File: config.mk
export PLATFORM = sky130hd
export DESIGN_NAME = seq_bit_tx
export DESIGN_NICKNAME = d
export VERILOG_FILES = /design/src/rtl/seq_bit_tx.sv
export SDC_FILE = /design/constraint.sdc
export NUM_CORES = 1
export LEC_CHECK = 0
export ABC_CLOCK_PERIOD_IN_PS = 3600
export CAP_MARGIN = 15
export CORE_MARGIN = 10
export CORE_UTILIZATION = 55
export DETAILED_ROUTE_END_ITERATION = 8
export MAX_ROUTING_LAYER = met4
export PLACE_DENSITY_LB_ADDON = 0.3
export SLEW_MARGIN = 10
export SYNTH_ARGS = -nofsm -noshare
export SYNTH_HDL_FRONTEND = slang
export SYNTH_SLANG_ARGS = --single-unit
File: constraint.sdc
create_clock -name clk -period 3.6 [get_ports clk]
set_input_delay 0.36 -clock clk [delete_from_list [all_inputs] [get_ports clk]]
set_output_delay 0.36 -clock clk [all_outputs]
set_load 0.02 [all_outputs]
File: src/rtl/seq_bit_tx.sv
// seq_bit_tx: serial bit-stream transmitter.
// Takes a parallel word over a valid/ready handshake and sends one framed bit
// per clock: a fixed preamble, then the word MSB-first, then an idle gap.
// Moore FSM; every output except the in_ready decode is a register.
module seq_bit_tx #(
    parameter int                 DATA_W     = 8,
    parameter int                 PRE_LEN    = 4,
    parameter logic [PRE_LEN-1:0] PREAMBLE   = 4'b1101,
    parameter int                 GAP_LEN    = 2,
    parameter logic               IDLE_LEVEL = 1'b0
) (
    input  logic              clk,
    input  logic              reset,
    input  logic [DATA_W-1:0] in_data,
    input  logic              in_valid,
    output logic              in_ready,
    output logic              out,
    output logic              out_valid,
    output logic              done,
    output logic [3:0]        state_out
);

    typedef enum logic [3:0] {
        ST_IDLE = 4'd0,
        ST_PRE  = 4'd1,
        ST_DATA = 4'd2,
        ST_GAP  = 4'd3
    } state_t;

    // Terminal counts for each phase. The counter is wide enough for DATA_W=32.
    // GAP_LAST is only meaningful when GAP_LEN>0; the GAP state is unreachable otherwise.
    localparam logic [4:0] PRE_LAST  = 5'(PRE_LEN - 1);
    localparam logic [4:0] DATA_LAST = 5'(DATA_W - 1);
    localparam logic [4:0] GAP_LAST  = (GAP_LEN > 0) ? 5'(GAP_LEN - 1) : 5'd0;

    state_t              state_r;
    logic [4:0]          cnt_r;
    logic [DATA_W-1:0]   shreg_r;
    logic [PRE_LEN-1:0]  pre_sh_r;
    logic                out_r;
    logic                out_valid_r;
    logic                done_r;

    // Ready is a pure decode of the state register, so there is no path from in_valid.
    assign in_ready  = (state_r == ST_IDLE);
    assign out       = out_r;
    assign out_valid = out_valid_r;
    assign done      = done_r;
    assign state_out = state_r;

    // Frame sequencer: the outputs for the next cycle are computed with the next
    // state, so the bit on out always belongs to the state shown on state_out.
    always_ff @(posedge clk) begin
        if (reset) begin
            state_r     <= ST_IDLE;
            cnt_r       <= 5'd0;
            shreg_r     <= '0;
            pre_sh_r    <= '0;
            out_r       <= IDLE_LEVEL;
            out_valid_r <= 1'b0;
            done_r      <= 1'b0;
        end else begin
            done_r <= 1'b0;
            case (state_r)
                ST_IDLE: begin
                    if (in_valid) begin
                        // First preamble bit goes out in the cycle right after accept;
                        // the rest of the pattern is queued in pre_sh_r.
                        state_r     <= ST_PRE;
                        cnt_r       <= 5'd0;
                        shreg_r     <= in_data;
                        pre_sh_r    <= PREAMBLE << 1'b1;
                        out_r       <= PREAMBLE[PRE_LEN-1];
                        out_valid_r <= 1'b1;
                    end else begin
                        out_r       <= IDLE_LEVEL;
                        out_valid_r <= 1'b0;
                    end
                end
                ST_PRE: begin
                    out_valid_r <= 1'b1;
                    if (cnt_r == PRE_LAST) begin
                        state_r <= ST_DATA;
                        cnt_r   <= 5'd0;
                        out_r   <= shreg_r[DATA_W-1];
                        shreg_r <= shreg_r << 1'b1;
                    end else begin
                        cnt_r    <= cnt_r + 5'd1;
                        out_r    <= pre_sh_r[PRE_LEN-1];
                        pre_sh_r <= pre_sh_r << 1'b1;
                    end
                end
                ST_DATA: begin
                    if (cnt_r == DATA_LAST) begin
                        cnt_r       <= 5'd0;
                        out_r       <= IDLE_LEVEL;
                        out_valid_r <= 1'b0;
                        if (GAP_LEN > 0) begin
                            state_r <= ST_GAP;
                        end else begin
                            state_r <= ST_IDLE;
                            done_r  <= 1'b1;
                        end
                    end else begin
                        cnt_r       <= cnt_r + 5'd1;
                        out_r       <= shreg_r[DATA_W-1];
                        out_valid_r <= 1'b1;
                        shreg_r     <= shreg_r << 1'b1;
                    end
                end
                ST_GAP: begin
                    out_r       <= IDLE_LEVEL;
                    out_valid_r <= 1'b0;
                    if (cnt_r == GAP_LAST) begin
                        state_r <= ST_IDLE;
                        cnt_r   <= 5'd0;
                        done_r  <= 1'b1;
                    end else begin
                        cnt_r <= cnt_r + 5'd1;
                    end
                end
                default: begin
                    state_r     <= ST_IDLE;
                    cnt_r       <= 5'd0;
                    out_r       <= IDLE_LEVEL;
                    out_valid_r <= 1'b0;
                end
            endcase
        end
    end

endmodule

==> Word-level counts from Yosys, hierarchy flattened <==
Index checks and enable logic that the tools add are counted.
{ "classes": {"addsub": 1, "n_mul": 0, "div_mod_pow": 0, "order_cmp": 0, "eq_ne": 12, "shift": 0, "muxes": 24, "bitwise": 1, "n_reduce_logical": 7} }
{ "op_table": {"columns": ["op", "n"], "rows": [
  ["$mux 4", 6],
  ["$mux 8", 3],
  ["$pmux 8 s3", 1],
  ["$mux 5", 4],
  ["$pmux 5 s4", 1],
  ["$pmux 4 s4", 1],
  ["$ne 2x2->1 const B", 6],
  ["$eq 4x2->1 const B", 2],
  ["$pmux 4 s2", 1],
  ["$reduce_and 4->1", 2],
  ["$pmux 1 s3", 2],
  ["$add 5x1->5 const B", 1],
  ["$eq 5x1->1 const B", 1],
  ["$eq 5x2->1 const B", 1],
  ["$eq 5x3->1 const B", 1],
  ["$mux 1", 5],
  ["$eq 4x1->1 const B", 1],
  ["$logic_not 4->1", 1],
  ["$reduce_and 3->1", 1],
  ["$reduce_bool 3->1", 1],
  ["$reduce_bool 2->1", 1],
  ["$reduce_or 2->1", 1],
  ["$not 1->1", 1]
]} }
{ "word_totals": {"register_bits": 24, "latchBits": 0, "ram_bits": 0, "romBits": 0, "in_bits": 11, "word_cells": 52, "memories": 0} }

==> Longest topological paths before layout <==
Gate-level depths: netlist (run 1).
{ "logic_depth": {"ltp_word": 3, "mapped_depth": 6, "depth_no_buf": 6} }

==> Least setup slack after synthesis (run 1) <==
OpenSTA, ideal clock, no wires.
{ "synth_path": {"path_kind": "register to register", "start": "register state_r[0], in the netlist state_out[0]", "end": "register shreg_r[1]", "setup_time_ns": 0.121, "t_arrival_ns": 1.814, "required_ns": 3.479, "setup_slack_ns": 1.664, "path_stages_with_launch": 7, "cell_sequence": "dfxtp_1 -> inv_1 -> ha_1 -> nor2b_1 -> a211o_1 -> buf_6 -> mux2_4"} }
{ "synth_between": {"elab_chain_len": 3, "word_cells_on_any_way": 9, "classes_between": "5 x eq/ne; 1 x mux; 3 x reduce/logical"} }
{ "synth_lines": {"columns": ["item", "line", "text"], "rows": [
  ["from (decl)", "36", "state_t state_r;"],
  ["from (signal assigned)", "55", "state_r <= ST_IDLE;"],
  ["from (signal assigned)", "69", "state_r <= ST_PRE;"],
  ["from (signal assigned)", "83", "state_r <= ST_DATA;"],
  ["$logic_not 4->1 (*)", null, null],
  ["net in_ready", "16", "output logic in_ready,"],
  ["$ne 2x2->1 (no line) or $reduce_bool 3->1 (tied branches)", null, null],
  ["$reduce_and 4->1 (no line)", null, null],
  ["to (signal assigned)", "71", "shreg_r <= in_data;"],
  ["to (signal assigned)", "86", "shreg_r <= shreg_r << 1'b1;"],
  ["to (signal assigned)", "108", "shreg_r <= shreg_r << 1'b1;"],
  ["to (decl)", "38", "logic [DATA_W-1:0] shreg_r;"]
]} }
Mark *: on every way through the listed nets, which the timed path passes. The rest lies on a longest branch.
A chain may end at the register's enable or synchronous reset.

==> Worst setup path after layout (run 1) <==
{ "layout_path": {"start": "register cnt_r[0]", "end": "register shreg_r[3]"} }
{ "layout_between": {"elab_chain_len": 3, "word_cells_on_any_way": 5, "classes_between": "4 x eq/ne; 1 x reduce/logical"} }
{ "layout_lines": {"columns": ["item", "line", "text"], "rows": [
  ["from (decl)", "37", "logic [4:0] cnt_r;"],
  ["from (signal assigned)", "88", "cnt_r <= cnt_r + 5'd1;"],
  ["from (signal assigned)", "105", "cnt_r <= cnt_r + 5'd1;"],
  ["from (signal assigned)", "119", "cnt_r <= cnt_r + 5'd1;"],
  ["$eq 5x3->1 or $eq 5x2->1 (tied branches)", "94, 82", null],
  ["$ne 2x2->1 (no line)", null, null],
  ["$reduce_and 4->1 (no line) (*)", null, null]
]} }
Mark *: on every way between the ends. The rest lies on a longest branch, timed or not.

==> run_results.csv, run 1 <==
group,metric,value,unit
outcome,status,"finished clean",
yosys,yosys.area.top_type,"dfxtp_1",
place,gp_congestion,0.854,
yosys,synthTopCellsByArea,"dfxtp_1 (35%), mux2i_1 (9.1%), mux2_4 (8.7%)",
sta,setup_violations,0,
critical_path,path_cells,"ha_1, or4b_4, a211o_1, mux2_4",
finish,multi_input_area,734,sq um
global_route,grt_start_max_net_pins,30,
clock_network,cts_root_buf,"clkbuf_4",
sta,max-slew-margin-rel,0.387,
global_route,grt_remaining_overflow,0,
clock_network,clockBufferDepth,2,
drt,drt_first_pass_iters,4,
finish,nNetsFinal,160,
clock_network,cts_tree,"built",
power,intPower,602,uW
drt,wl_per_cell,14.6,microns
yosys,synthCells,126,
clock_network,clock_latency,0.30,ns
global_route,grt_pass1_vias,919,
yosys,syn-mean-instance-area,9.58,sq um
sta,fmax,0.468,GHz
yosys,synth_area,1210,sq um
critical_path,crit_type,"reg2reg",
place,place_area,1360,sq um
place,dp_hpwl,1780,microns
finish,final_util,0.688,
yosys,synth_flop_cell,"dfxtp_1",
clock_network,cts_inserted_buffers,3,
sta,tightestPinTransition,0.917,ns
power,power_density,707,nW/um^2
yosys,yosys_warnings,0,
finish,area_growth,15.1,%
yosys,synth.top_cells.by_count,"dfxtp_1 (21), mux2i_1 (11), nor2_1 (10)",
clock_network,post_cts_resized,0,
critical_path,crit_path_end_kind,"flop",
drt,ant_nets,0,
floorplan,die_area,4470,sq um
global_route,grt_first_pass_wirelength,4020,microns
yosys,synth_top_area_frac,0.348,
drt,drtIter0Drc,45,
critical_path,cp_top_family,"simple AND/OR/NAND/NOR gates",
critical_path,slowest_delay,0.51,ns
power,p_comb_frac,0.541,
floorplan,row_count,16,
finish,diodes,0,
drt,vias,960,
sta,rsz0062_at_grt,"no",
global_route,grt_use_total,0.117,
place,place_inst,163,
finish,final_cell_area,1390,sq um
sta,slew_violations,0,
clock_network,post_cts_buffers,0,
power,switchingPower,380,uW
sta,setup_tns,0,ns
yosys,ys_ff_latch,21,
sta,hold_viol,0,
clock_network,clkSinkCount,21,
power,leakagePower,0.571,nW
power,p_seq_frac,0.345,
clock_network,cts.clk_slew.worst_paths,0.11,ns
drt,routed_wl,2430,microns
worst_hold_path,worst_hold_path_type,"reg2reg",
floorplan,die_x,66.9,microns
global_route,antenna_found_initial,0,
yosys,synth_edf_count,0,
drt,drc,0,
sta,post-route-min-period,2.14,ns
critical_path,critical_path.max_fanout,8,
critical_path,required,3.80,ns
clock_network,cts_htree_levels,1,
place,io_buffers,16,
yosys,synthArstFlopShare,0,
power,ir_worst_vdd,456,uV
floorplan,die_height,66.9,microns
drt,viasPerCell,5.75,
critical_path,critPathSlowestCell,"or4b_4",
critical_path,crit_arrival,2.34,ns
finish,instances_no_fill,167,
finish,nFillCells,170,
power,power.share.switching,0.387,
floorplan,initial_core_util,0.597,
sta,skew,0.00479,ns
yosys,yosysSeqAreaShare,0.348,
sta,min_period_over_period,0.594,
finish,regArea,420,sq um
critical_path,crit_buf_inv,0,
finish,drive_above_1_share,0.0857,
sta,holdWs,0.487,ns
power,p_clk_frac,0.114,
floorplan,core_area,2020,sq um
yosys,synth_most_common_cell,"dfxtp_1",
job,maxCapViolCount,0,
clock_network,postCtsHoldBufs,0,
floorplan,top_level_ports,19,
critical_path,startpoint_type,"flop",
yosys,synth_cell_types,38,
[layout make-up]
| cell class | count | area share |
|---|---|---|
| Timing Repair Buffer | 16 | 0.115 |
| Inverter | 4 | 0.0108 |
| Tap cell | 27 | 0.0243 |
| Clock buffer | 4 | 0.0189 |
| Multi-Input combinational cell | 95 | 0.528 |
| Sequential cell | 21 | 0.302 |
[through the flow]
stage / power [mW] / worst slack, ns
6_report: 0.982 / 1.46
2_1_floorplan: 0.750 / 1.66
3_3_place_gp: 0.853 / 1.45
4_1_cts: 0.986 / 1.46
3_5_place_dp: 0.872 / 1.40
5_1_grt: 1.05 / 1.36
[path summary, 6_finish.rpt]
kind | cells after the start | endpoint | startpoint | slack [ns]
setup / recovery | 4 | shreg_r[3]$_SDFFE_PP0P_ | cnt_r[0]$_SDFFE_PP0P_ | 1.46
hold / removal | 2 | pre_sh_r[2]$_SDFFE_PP0P_ | pre_sh_r[1]$_SDFFE_PP0P_ | 0.49
setup reg to reg | 4 | shreg_r[3]$_SDFFE_PP0P_ | cnt_r[0]$_SDFFE_PP0P_ | 1.46
hold reg to reg | 2 | pre_sh_r[2]$_SDFFE_PP0P_ | pre_sh_r[1]$_SDFFE_PP0P_ | 0.49
[state kept, by name, summed over array words and instances, names as in the netlist]
| signal | flops |
|---|---|
| done | 1 |
| out | 1 |
| out_valid | 1 |
| state_out | 2 |
| cnt_r | 5 |
| pre_sh_r | 3 |
| shreg_r | 8 |
[worst min-delay path: stages (launching register included)]
cell and delay, ns:
dfxtp_1 0.33, nand3_1 0.06, a21oi_1 0.06
[placed cells by master (no fill, tap or decap), types with 2 or more instances in the layout]
master and instances:
dfxtp_1 21, nand2b_1 5, nor3b_1 2, nand2_1 6, o21ai_0 5, a21oi_1 3, inv_1 4, nor3_1 2
mux2_4 7, nor2b_1 8, conb_1 2, ha_1 8, nand3_1 5, nor2_1 10, a21o_1 2, clkdlybuf4s50_1 16
mux2i_1 11, clkbuf_4 3, a221oi_1 2
[cell families (layout without fill, tap and decap cells)]
kind of cell               Yosys count  count (layout)  synth area share
DFF                                 21              21             0.348
xor gates and xnor gates             2               2            0.0145
muxes                               18              18             0.178
and+or+nand+nor                     46              46             0.217
other                                1               2           0.00311
buffers and inverters               11              24            0.0466
adders and majority gates            8               8            0.0829
AOI/OAI and AO/OA                   19              19             0.110
[power groups by stage]
stage	clock (mW)	combinational (mW)	sequential, mW
floorplan	0	0.394	0.356
global placement	0	0.512	0.341
detailed placement	0	0.529	0.342
CTS	0.115	0.533	0.338
global route	0.127	0.580	0.345
finish	0.112	0.531	0.339
[per-layer routing]
layer | part of all wire | track usage
met1 | 0.44 | 0.126
met2 | 0.47 | 0.192
met3 | 0.059 | 0.0284
met4 | 0.024 | 0.0641
met5 | 0 | -
Note: power is estimated with default switching activity, not from simulation.
==> run 2: changes to the inputs <==
--- a/config.mk
+++ b/config.mk
@@ -5,10 +5,10 @@
 export SDC_FILE = /design/constraint.sdc
 export NUM_CORES = 1
 export LEC_CHECK = 0
-export ABC_CLOCK_PERIOD_IN_PS = 3600
+export ABC_CLOCK_PERIOD_IN_PS = 1700
 export CAP_MARGIN = 15
 export CORE_MARGIN = 10
-export CORE_UTILIZATION = 55
+export CORE_UTILIZATION = 47
 export DETAILED_ROUTE_END_ITERATION = 8
 export MAX_ROUTING_LAYER = met4
 export PLACE_DENSITY_LB_ADDON = 0.3
==> constraint.sdc (replaced) <==
create_clock -name clk -period 1.7 [get_ports clk]
set_input_delay 0.17 -clock clk [delete_from_list [all_inputs] [get_ports clk]]
set_output_delay 0.17 -clock clk [all_outputs]
set_load 0.02 [all_outputs]
==> run 2 against run 1 <==
The run now ends with setup timing left; non-clock buffer count is 28 higher; combinational power grew to 2.9 times the previous value; wire length is 25% higher; sequential power is 110% higher; worst hold slack worse by 0.088 ns; utilization is 1.5 points higher; die area is 12% higher; highest routed layer unchanged.
==> run_results.csv, run 2 (synthesis gave the netlist of run 1 again) <==
group,metric,value,unit
power,totalPowerFinal,2.47,mW
clock_network,cts_tree,"built",
sta,min_period_over_period,1.09,
critical_path,crit_path_end_kind,"flop",
sta,setup_ws,-0.146,ns
sta,slew_violations,0,
clock_network,postCtsHoldBufs,0,
critical_path,slowest_delay,0.49,ns
outcome,violations,"setup timing",
finish,largest_reg_flops,8,
sta,skew,0.00247,ns
sta,rsz0062_at_grt,"yes",
place,io_buffers,16,
critical_path,critical_path.max_fanout,8,
critical_path,critPathSlowestCell,"or4b_4",
place,gp_congestion,0.857,
drt,wl_per_cell,15.4,microns
finish,drive_above_1_share,0.363,
clock_network,cts_htree_levels,1,
drt,routed_wl,3050,microns
clock_network,clock_latency,0.30,ns
sta,setup_violations,14,
clock_network,cts.clk_slew.worst_paths,0.12,ns
critical_path,startpoint_type,"flop",
place,dp_hpwl,2100,microns
clock_network,clkSinkCount,21,
power,power_density,1440,nW/um^2
critical_path,crit_arrival,2.05,ns
sta,fmax,0.542,GHz
global_route,grt_first_pass_wirelength,5150,microns
critical_path,required,1.91,ns
drt,vias,1087,
critical_path,path_cells,"ha_4, or4b_4, a211o_4, mux2_4",
finish,final_cell_mix,"buf_4 (25), dfxtp_1 (17), clkdlybuf4s50_1 (15)",
floorplan,die_height,70.7,microns
worst_hold_path,worst_hold_path_type,"in2reg",
drt,drtIter0Drc,54,
clock_network,clockBufferDepth,2,
drt,drc,0,
global_route,grt_pass1_vias,1170,
floorplan,row_count,18,
floorplan,top_level_ports,19,
outcome,status,"finished with violations",
clock_network,cts_root_buf,"clkbuf_4",
finish,top_register,"shreg_r",
drt,ant_nets,0,
floorplan,core_area,2450,sq um
sta,hold_viol,0,
job,maxCapViolCount,0,
global_route,antenna_found_initial,0,
global_route,grt_start_max_net_pins,29,
floorplan,die_x,70.7,microns
drt,drt_first_pass_iters,4,
finish,diodes,0,
floorplan,die_area,5000,sq um
global_route,grt_use_total,0.123,
finish,largestRegisters,"shreg_r: 8 flops, cnt_r: 5 flops, pre_sh_r: 3 flops",
power,leakagePower,0.738,nW
finish,area_growth,42.8,%
drt,viasPerCell,5.49,
finish,nNetsFinal,188,
clock_network,cts_inserted_buffers,3,
sta,holdWs,0.399,ns
global_route,grt_remaining_overflow,0,
sta,post-route-min-period,1.85,ns
floorplan,initial_core_util,0.492,
power,ir_worst_vdd,859,uV
finish,mostFrequentLayoutCell,"buf_4",
critical_path,crit_type,"reg2reg",
run 2: changes by cell type in the layout (fill, tap and decap cells not counted), sizes merged:
cell | before | now
buf | 0 | 28
clkinv | 0 | 1
clkbuf | 4 | 3
clkdlybuf4s50 | 16 | 15
dlygate4sd2 | 0 | 1
run 2: worst paths after layout:
kind	to	from	slack, ns	cells after the start
setup / recovery	shreg_r[6]$_SDFFE_PP0P_	cnt_r[0]$_SDFFE_PP0P_	-0.15	4
setup reg to reg	shreg_r[6]$_SDFFE_PP0P_	cnt_r[0]$_SDFFE_PP0P_	-0.15	4
hold reg to reg	pre_sh_r[1]$_SDFFE_PP0P_	pre_sh_r[1]$_SDFFE_PP0P_	0.48	2
hold / removal	shreg_r[0]$_SDFFE_PP0P_	in_data[0]	0.40	3
run 2: critical path, delay by kind of cell, from the launching register on:
family          cells  cell delay [ns]
simple gates        1             0.49
fa+ha+maj           1             0.13
flops               1             0.39
compound gates      1             0.42
mux                 1             0.32
run 2: cell type report:
| cell class | count | area [sq um] |
|---|---|---|
| tap | 30 | 37.5 |
| inverter | 4 | 15.0 |
| timing repair buffer | 44 | 380 |
| multi-input combinational | 95 | 833 |
| clock buffer | 3 | 22.5 |
| clock inverter | 1 | 5.00 |
| sequential | 21 | 430 |
| fill | 189 | 731 |
run 2: per-stage QoR:
| step | cells | cell area (sq um) | setup WS, ns | utilization | setup TNS (ns) |
|---|---|---|---|---|---|
| 6_report | 198 | 1720 | -0.146 | 0.702 | -1.57 |
| 3_3_place_gp | 189 | 1560 | -0.181 | 0.636 | -2.17 |
| 4_1_cts | 197 | 1680 | -0.152 | 0.686 | -1.65 |
| 2_1_floorplan | 127 | 1230 | -0.0850 | - | -0.595 |
| 3_5_place_dp | 189 | 1560 | -0.235 | 0.636 | -2.67 |
| 5_1_grt | 198 | 1720 | -0.199 | 0.702 | -2.38 |
run 2: what timing repair did:
item,CTS,global route
setup endpoints to repair,16,17
resized for setup,19,8
pin swaps,4,7
buffers inserted,4,1
run 2: power by group:
| group | total [mW] | leakage [nW] | switching, mW | internal [mW] |
|---|---|---|---|---|
| logic | 1.52 | 0.546 | 0.726 | 0.797 |
| registers | 0.710 | 0.174 | 0.0744 | 0.635 |
| clock network | 0.242 | 0.0177 | 0.154 | 0.0878 |
| total | 2.47 | 0.738 | 0.954 | 1.52 |
run 2: routing by layer:
| layer | GRT usage | up-vias | part of all wire |
|---|---|---|---|
| met3 | 0.0251 | 5 | 0.028 |
| met4 | 0.0344 | 0 | 0.011 |
| met1 | 0.122 | 536 | 0.42 |
| met5 | - | - | 0 |
| met2 | 0.234 | 17 | 0.54 |
| li1 | - | 529 | - |
==> run 3: changes to the inputs <==
--- a/config.mk
+++ b/config.mk
@@ -11,7 +11,7 @@
 export CORE_UTILIZATION = 47
 export DETAILED_ROUTE_END_ITERATION = 8
 export MAX_ROUTING_LAYER = met4
-export PLACE_DENSITY_LB_ADDON = 0.3
+export PLACE_DENSITY_LB_ADDON = 0.1
 export SLEW_MARGIN = 10
 export SYNTH_ARGS = -nofsm -noshare
 export SYNTH_HDL_FRONTEND = slang
==> run 3 against run 2 <==
The run still ends with setup timing left; sequential share of layout area rose by 0.50 points; clock skew fell by 0.00073 ns; fmax fell by 0.87%; non-clock buffer count fell by 5.
==> run_results.csv, run 3 (synthesis gave the netlist of run 1 again) <==
group,metric,value,unit
outcome,status,"finished with violations",
power,power_density,1400,nW/um^2
drt,ant_nets,0,
floorplan,initial_core_util,0.492,
clock_network,postCtsHoldBufs,0,
drt,routed_wl,2820,microns
clock_network,clock_latency,0.30,ns
finish,top_register,"shreg_r",
global_route,grt_remaining_overflow,0,
finish,nNetsFinal,183,
drt,drc,0,
critical_path,crit_type,"reg2reg",
drt,viasPerCell,5.35,
global_route,antenna_found_initial,0,
floorplan,die_x,70.7,microns
clock_network,cts_tree,"built",
critical_path,startpoint_type,"flop",
clock_network,cts_inserted_buffers,3,
place,gp_congestion,0.790,
floorplan,top_level_ports,19,
finish,drive_above_1_share,0.319,
sta,holdWs,0.423,ns
worst_hold_path,whs_path_depth,3,
finish,diodes,0,
finish,final_cell_mix,"buf_4 (18), dfxtp_1 (17), clkdlybuf4s50_1 (15)",
sta,min_period_over_period,1.10,
clock_network,cts_htree_levels,1,
critical_path,critPathSlowestCell,"or4b_4",
clock_network,cts_root_buf,"clkbuf_4",
global_route,gr-usage-met2,0.181,
finish,area_growth,40.0,%
floorplan,core_area,2450,sq um
finish,instances_no_fill,193,
global_route,globalRouteMet1Util,0.119,
place,place_area,1520,sq um
drt,wl_per_cell,14.6,microns
place,place_inst,184,
critical_path,cp_top_family,"simple AND/OR/NAND/NOR gates",
finish,largest_reg_flops,8,
sta,slew_violations,0,
clock_network,clkSinkCount,21,
finish,final_cell_area,1690,sq um
global_route,grt_pass1_vias,1034,
critical_path,rr_endpoint,"shreg_r[1]$_SDFFE_PP0P_",
critical_path,rr_worst_depth,4,
worst_hold_path,worst_hold_path_type,"in2reg",
finish,largestRegisters,"shreg_r: 8 flops, cnt_r: 5 flops, pre_sh_r: 3 flops",
place,dp_slack,-0.225,ns
finish,mostFrequentLayoutCell,"buf_4",
power,totalPowerFinal,2.37,mW
global_route,grt-busiest-layer,"met2",
worst_hold_path,min_from,"in_data[0]",
critical_path,required,1.91,ns
critical_path,crit_arrival,2.07,ns
critical_path,slowest_delay,0.49,ns
power,leakagePower,0.709,nW
worst_hold_path,whs_endpoint,"shreg_r[0]$_SDFFE_PP0P_",
critical_path,path_cells,"ha_4, or4b_4, a211o_4, mux2_4",
clock_network,cts.clk_slew.worst_paths,0.12,ns
sta,rsz0062_at_grt,"yes",
sta,skew,0.00174,ns
critical_path,r2r-start,"cnt_r[1]$_SDFFE_PP0P_",
power,ir_worst_vdd,887,uV
outcome,violations,"setup timing",
place,dp_hpwl,1940,microns
critical_path,crit_path_end_kind,"flop",
critical_path,rrSetupSlack,-0.16,ns
sta,fmax,0.537,GHz
critical_path,critical_path.max_fanout,8,
place,io_buffers,16,
clock_network,clockBufferDepth,2,
global_route,grt_use_total,0.106,
drt,drtIter0Drc,83,
critical_path,critPathLaunch,"cnt_r[1]$_SDFFE_PP0P_",
global_route,grt_first_pass_wirelength,4460,microns
floorplan,die_height,70.7,microns
drt,drt_first_pass_iters,4,
sta,setup_violations,16,
critical_path,crit_buf_inv,0,
floorplan,row_count,18,
sta,hold_viol,0,
sta,setup_ws,-0.162,ns
drt,vias,1032,
floorplan,die_area,5000,sq um
job,maxCapViolCount,0,
sta,post-route-min-period,1.86,ns
global_route,grt_use_met3,0.0251,
global_route,grt_start_max_net_pins,29,
[run 3: changes by cell type in the layout (fill, tap and decap cells not counted), sizes merged]
cell  previous run  this run
buf             28        23
[run 3: worst max-delay path by stage]
stage | cells after the start | endpoint
6_report | 4 | shreg_r[1]$_SDFFE_PP0P_
5_1_grt | 6 | state_out[0]$_SDFFE_PP0P_
4_1_cts | 4 | shreg_r[1]$_SDFFE_PP0P_
3_5_place_dp | 4 | shreg_r[2]$_SDFFE_PP0P_
3_3_place_gp | 4 | shreg_r[5]$_SDFFE_PP0P_
2_1_floorplan | 5 | shreg_r[1]$_SDFFE_PP0P_
[run 3: layer usage]
metal	routed length, microns	vias to the layer above	share of wire
li1	-	514	-
met1	1210	491	0.43
met2	1470	21	0.52
met3	94	6	0.033
met4	46	0	0.016
met5	0	-	0
[run 3: report_power, final]
group / internal [mW] / leakage, nW / switching (mW) / total, mW
logic: 0.760 / 0.517 / 0.654 / 1.41
clock network: 0.0878 / 0.0177 / 0.157 / 0.245
registers: 0.635 / 0.174 / 0.0735 / 0.709
total: 1.48 / 0.709 / 0.885 / 2.37
[run 3: worst reg2reg max path: stages, from the launching register on]
cell     delay (ns)
dfxtp_4        0.39
ha_4           0.13
or4b_4         0.49
a211o_4        0.42
mux2_4         0.32
[run 3: final cells by class]
cell class	instances	area [sq um]
tap	30	37.5
inverter	4	15.0
timing repair buffer	39	350
fill	211	764
multi-input combinational	95	830
clock inverter	1	5.00
clock buffer	3	22.5
sequential	21	430
[run 3: what timing repair did]
item | CTS | global route
gates resized for setup | 15 | 10
buffers inserted | 3 | 2
pin swaps | 2 | 8
setup endpoints to repair | 18 | 18
[run 3: stage by stage]
stage               setup TNS (ns)   util
global route                 -2.77  0.689
detailed placement           -2.37  0.620
global placement             -1.73  0.620
floorplan                   -0.595      -
finish                       -1.78  0.689
CTS                          -1.64  0.664
